==> src/rtl/regfile_pkg.sv <==
// Shared register-file constants and the debug-dump FSM state type.
package regfile_pkg;

  localparam int XLEN     = 32;
  localparam int NUM_REGS = 32;
  localparam int ADDR_W   = $clog2(NUM_REGS);

  typedef enum logic [1:0] {
    IDLE  = 2'd0,
    FETCH = 2'd1,
    SEND  = 2'd2,
    DONE  = 2'd3
  } dump_state_t;

endpackage

==> src/rtl/regfile_dump.sv <==
// Sequential debug reader for the register file: walks indices in ascending
// order on the second read port and streams (index, data) beats over a
// valid/ready handshake. busy doubles as the core stall.
module regfile_dump #(
  parameter int XLEN     = regfile_pkg::XLEN,
  parameter int NUM_REGS = regfile_pkg::NUM_REGS,
  parameter int ADDR_W   = regfile_pkg::ADDR_W,
  parameter bit DUMP_X0  = 1'b1
) (
  input  logic              clk,
  input  logic              rst_n,
  input  logic              start,
  output logic              busy,
  output logic              done,
  output logic [ADDR_W-1:0] rf_addr,
  input  logic [XLEN-1:0]   rf_data,
  output logic              out_valid,
  input  logic              out_ready,
  output logic [ADDR_W-1:0] out_idx,
  output logic [XLEN-1:0]   out_data,
  output logic              out_last
);
  import regfile_pkg::*;

  localparam logic [ADDR_W-1:0] LAST_IDX  = ADDR_W'(NUM_REGS - 1);
  localparam logic [ADDR_W-1:0] START_IDX = DUMP_X0 ? '0 : ADDR_W'(1);

  dump_state_t       state_q, state_d;
  logic [ADDR_W-1:0] idx_q, idx_d;
  logic              busy_q, busy_d;
  logic              done_q, done_d;
  logic              out_valid_q, out_valid_d;
  logic [ADDR_W-1:0] out_idx_q, out_idx_d;
  logic [XLEN-1:0]   out_data_q, out_data_d;
  logic              out_last_q, out_last_d;

  // Next-state and registered-output logic for the dump walk.
  always_comb begin
    state_d     = state_q;
    idx_d       = idx_q;
    busy_d      = busy_q;
    done_d      = 1'b0;
    out_valid_d = out_valid_q;
    out_idx_d   = out_idx_q;
    out_data_d  = out_data_q;
    out_last_d  = out_last_q;
    case (state_q)
      IDLE: begin
        if (start) begin
          idx_d   = START_IDX;
          busy_d  = 1'b1;
          state_d = FETCH;
        end
      end
      FETCH: begin
        // rf_data is the combinational read of idx_q this cycle; capture it.
        out_data_d  = rf_data;
        out_idx_d   = idx_q;
        out_last_d  = (idx_q == LAST_IDX);
        out_valid_d = 1'b1;
        state_d     = SEND;
      end
      SEND: begin
        if (out_valid_q && out_ready) begin
          out_valid_d = 1'b0;
          if (out_last_q) begin
            done_d  = 1'b1;
            state_d = DONE;
          end else begin
            // Gated by out_last, so idx never wraps.
            idx_d   = idx_q + 1'b1;
            state_d = FETCH;
          end
        end
      end
      DONE: begin
        busy_d  = 1'b0;
        state_d = IDLE;
      end
      default: begin
        busy_d      = 1'b0;
        out_valid_d = 1'b0;
        state_d     = IDLE;
      end
    endcase
  end

  // State and output registers; reset returns every output to idle values at once.
  always_ff @(posedge clk or negedge rst_n) begin
    if (!rst_n) begin
      state_q     <= IDLE;
      idx_q       <= '0;
      busy_q      <= 1'b0;
      done_q      <= 1'b0;
      out_valid_q <= 1'b0;
      out_idx_q   <= '0;
      out_data_q  <= '0;
      out_last_q  <= 1'b0;
    end else begin
      state_q     <= state_d;
      idx_q       <= idx_d;
      busy_q      <= busy_d;
      done_q      <= done_d;
      out_valid_q <= out_valid_d;
      out_idx_q   <= out_idx_d;
      out_data_q  <= out_data_d;
      out_last_q  <= out_last_d;
    end
  end

  assign rf_addr   = idx_q;
  assign busy      = busy_q;
  assign done      = done_q;
  assign out_valid = out_valid_q;
  assign out_idx   = out_idx_q;
  assign out_data  = out_data_q;
  assign out_last  = out_last_q;

endmodule

==> config.mk <==
export PLATFORM = sky130hd
export DESIGN_NAME = regfile_dump
export DESIGN_NICKNAME = d
export VERILOG_FILES = /design/src/rtl/regfile_pkg.sv /design/src/rtl/regfile_dump.sv
export SDC_FILE = /design/constraint.sdc
export NUM_CORES = 1
export LEC_CHECK = 0
export BUFFER_PORTS_ARGS = -buffer_cell sky130_fd_sc_hd__buf_2
export CAP_MARGIN = 25
export CORE_MARGIN = 1.5
export CORE_UTILIZATION = 40
export CTS_BUF_LIST = sky130_fd_sc_hd__clkbuf_16
export CTS_CLUSTER_SIZE = 40
export DETAILED_ROUTE_END_ITERATION = 12
export PLACE_DENSITY_LB_ADDON = 0.1
export SYNTH_ARGS = -nofsm -noshare
export SYNTH_HDL_FRONTEND = slang
export SYNTH_SLANG_ARGS = --single-unit
==> constraint.sdc <==
create_clock -name clk -period 1.5 [get_ports clk]
set_input_delay 0 -clock clk [delete_from_list [all_inputs] [get_ports clk]]
set_output_delay 0 -clock clk [all_outputs]
set_load 0.03 [all_outputs]
=== After elaboration in Yosys (flattened, before gate mapping) ===
Cells that the tools add are included.

* Bits in registers: 48
* Input bits: 36
* Word-level logic and storage cells: 40

* Reductions and logical operators: 9
* $add $sub $neg: 1
* Eq/ne operators: 7
* Multiplexer cells: 15

{| class="wikitable"
|+ Operators with widths
! operator !! count
|-
| $mux W5 || 3
|-
| $pmux W5 S2 || 1
|-
| $pmux W2 S4 || 1
|-
| $mux W2 || 3
|-
| $ne A2 B2 Y1 const B || 3
|-
| $reduce_and A2 Y1 || 3
|-
| $reduce_bool A2 Y1 || 3
|-
| $add A5 B1 Y5 const B || 1
|-
| $eq A5 B5 Y1 const B || 1
|-
| $mux W1 || 5
|-
| $eq A2 B2 Y1 const B || 2
|-
| $pmux W1 S2 || 2
|-
| $reduce_and A4 Y1 || 1
|-
| $eq A2 B1 Y1 const B || 1
|-
| $logic_not A2 Y1 || 1
|-
| $logic_and A1 B1 Y1 || 1
|}

=== Logic depth before layout (Yosys ltp) ===
* Depth after elaboration: 4
* Depth in mapped cells: 5
* Mapped depth without buffers: 5

=== Worst setup path before layout ===
OpenSTA, ideal clock, no wires.

* Path kind: reg-to-reg
* Start point: reg idx_q[0], in the netlist rf_addr[0]
* End point: reg out_last_q, in the netlist out_last
* Period minus slack after synthesis: 1.470 ns
* Arrival: 1.345 ns
* Stages on the path, launching flop included: 5
* Setup time: 0.125 ns
* Slack: 0.030 ns
* Path through: dfrtp_1 ha_1 and3_1 ha_1 mux2_2

* Word-level cells in the longest chain between the ends: 1

{| class="wikitable"
|+ Ends and longest elaborated chain
! item !! RTL line !! source
|-
| start: declaration || regfile_dump.sv:29 || <nowiki>logic [ADDR_W-1:0] idx_q, idx_d;</nowiki>
|-
| start signal: assignment || regfile_dump.sv:101 || <nowiki>idx_q <= idx_d;</nowiki>
|-
| $eq A5 B5 Y1 || regfile_dump.sv:59 || <nowiki>out_last_d = (idx_q == LAST_IDX);</nowiki>
|-
| end signal: assignment || regfile_dump.sv:107 || <nowiki>out_last_q <= out_last_d;</nowiki>
|-
| end: declaration || regfile_dump.sv:35 || <nowiki>logic out_last_q, out_last_d;</nowiki>
|}

No other way between the ends.
A chain may end at the register's enable or synchronous reset.

=== Final worst setup path ===
* Start point: reg idx_q[1], in the netlist rf_addr[1]
* End point: reg idx_q[4], in the netlist rf_addr[4]

* Word-level cells in the longest chain between the ends: 4

{| class="wikitable"
|+ Ends and longest elaborated chain
! item !! RTL line !! source
|-
| $add A5 B1 Y5 || regfile_dump.sv:71 || <nowiki>idx_d = idx_q + 1'b1;</nowiki>
|-
| $mux W5 || regfile_dump.sv:66 || <nowiki>if (out_last_q) begin</nowiki>
|-
| $mux W5 || regfile_dump.sv:64 || <nowiki>if (out_valid_q && out_ready) begin</nowiki>
|-
| $pmux W5 S2 || regfile_dump.sv:47 || <nowiki>case (state_q)</nowiki>
|}

No other way between the ends. The select of a mux whose other input is x is not followed.

==> metrics.md <==
| Metric | Value |
|---|---|
| # H-tree levels | 2 |
| Vias | 1517 |
| CTS tree | yes |
| Crit path DAT | 1.58 ns |
| Post-DP HPWL | 2939 um |
| I/O Buffers | 81 |
| I/O pin count | 82 |
| Crit end category | flop |
| ANT cells | 0 |
| DR WL/cell | 13.92 um |
| Pre-antenna DRT Iters | 4 |
| DR iter-0 viols | 39 |
| Final setup vio count | 0 |
| Post-synthesis instance total | 131 |
| Num rows | 25 |
| Minimum hold slack | 0.01427 ns |
| Largest cells by area after synthesis | dfrtp_1, mux2_1, mux2_2, nand3_1, buf_4 |
| Worst Tran Pin Value | 0.4117 ns |
| Met1 GRT Util | 0.2083 |
| Synth Register Bits | 48 |
| Critical setup path kind | reg2reg |
| Peak VDD IR | 1.387 mV |
| Most common cell after layout, fill and taps aside | buf_2 |
| Die span in y | 72.32 um |
| Rel. slew slack | 0.7250 |
| Final period util | 0.9236 |
| Root Driver | clkbuf_16 |
| Share of layout cells above drive strength 1 | 0.4039 |
| Pleak | 1.457 nW |
| Die area | 5229 um2 |
| Die width | 72.32 um |
| CP Data Required Time | 1.69 ns |
| Antenna viol nets, final | 0 |
| Layout Skew | 0.002921 ns |
| Resize count post-CTS | 0 |
| GRT Overall Usage | 0.1793 |
| Largest net degree at the start of global routing | 30 |
| Worst-skew pair later-pin latency | 0.28 ns |
| Grt peak-use layer | met2 |
| First-pass GRT wire length | 7113 um |
| Vias in the first global route | 1582 |
| Area leader, netlist | dfrtp_1 |
| Most frequent cells in the layout | buf_2, dfrtp_1, dlygate4sd3_1, mux2_1 |
| Netlist cell types | 25 |
| Mean post-synth cell area | 14.67 um2 |
| Via-per-instance ratio | 4.909 |
| Post-route DRC | 0 |
| RSZ-0062 raised after global routing | no |
| Synth top area share | 0.6250 |
| Hold path start | start |
| Final Hold Viols | 0 |
| Total CTS buffers | 5 |
| CP max FO | 6 |
| Total gr overflow | 0 |
| Class of the worst hold path | in2reg |
| CTS sink count | 48 |
| Initial core utilization | 0.4123 |
| Gp weighted congestion | 0.7907 |
| Fin crit period | 1.385 ns |
| Longest Clk Path Bufs | 2 |
| Critical path launch point type | flop |
| Sequential share of the synthesized area | 0.6250 |
| Slew Viols, Final | 0 |
| Post-Route WL | 4302 um |
| RR Startpoint | rf_addr[1] |
| Nets | 293 |
| Syn nets | 169 |
| Warnings, synthesis | 0 |
| P&R area growth vs syn | 51.11% |
| Max cap viols | 0 |
| Antenna violations before repair | 0 |
| Setup Fix Bufs, Post-CTS | 0 |
| Crit path from | rf_addr[1] |
| CTS Hold Bufs | 34 |
| Met3 Use GR | 0.04722 |
| Mapped cell area | 1922 um2 |
| Achievable Freq | 0.7218 GHz |
| Worst-path clk slew | 0.06 ns |
| Pwr/cell area | 2070 nW/um2 |
| Core area | 4661 um2 |
| Met2 GRT Util | 0.3158 |
| Setup TNS | 0 ns |
| Run status | completed |
==> routing by layer <==
metal,up-vias,share of wire
met5,-,0
met4,0,0.013
met3,6,0.047
met2,48,0.53
met1,748,0.41
li1,715,-
==> cell usage after synthesis (all sizes together) <==
cell and number:
buf 5, nand3 7, nor2 2, nand4b 1
o21bai 2, mux2 38, inv 2, a21oi 3
nand3b 1, and3 1, o311ai 2, o211ai 3
ha 2, nand2b 2, nand2 7, or4 1
nor2b 1, and4 1, or2 1, a21o 1
dfrtp 48
==> stage by stage <==
stage	util	power (mW)	instance area, um2	cells	worst slack (ns)
2_1_floorplan	-	4.089	1922	131	0.02982
4_1_cts	0.6231	6.082	2904	309	0.1144
5_1_grt	0.6231	6.374	2904	309	0.02289
3_3_place_gp	0.5213	4.882	2430	268	0.1926
6_report	0.6231	6.012	2904	309	0.1146
3_5_place_dp	0.5213	4.967	2430	268	0.1255
==> final cells by class <==
class	instances	area [um2]
flip-flops and latches	48	1201
fillers	371	1757
well taps	54	67.56
clock buffers	5	125.1
multi-input cells	76	683.2
inverters	2	7.507
clock inverters	2	8.758
repair buffers	122	810.8
==> where the power goes <==
| part | internal, mW | total [mW] | switching [mW] |
|---|---|---|---|
| combinational | 1.04 | 2.85 | 1.81 |
| clock | 0.598 | 1.02 | 0.420 |
| sequential | 1.84 | 2.14 | 0.300 |
==> worst paths after layout <==
path	endpoint	slack, ns	cells after the start
max in group asynchronous	done	1.01	3
min	state_q[0]	0.01	3
max	rf_addr[4]	0.11	5
max reg2reg	rf_addr[4]	0.11	5
min reg2reg	out_data[14]	0.48	1
min in group asynchronous	out_data[16]	0.24	3
==> flip-flops by register name, indices dropped and copies added, names as in the netlist <==
name and flops:
busy 1, rf_addr 5, out_valid 1, done 1
out_last 1, out_idx 5, out_data 32, state_q 2
==> worst max-delay path, cell delays in order (launching register included) <==
cell and delay, ns:
dfrtp_1 0.43, ha_1 0.22, and3_1 0.17, ha_1 0.27
nand2_1 0.04, o211ai_1 0.16
==> logic make-up after synthesis <==
logic type               Yosys count  share of synthesized area
AO/OA/AOI/OAI                     11                    0.04036
buffers and inverters              7                    0.02213
AND/OR/NAND/NOR                   25                    0.07683
adder cells (fa/ha/maj)            2                    0.01302
multiplexers                      38                     0.2227
flip-flops                        48                     0.6250
(Power assumes the default switching activity.)
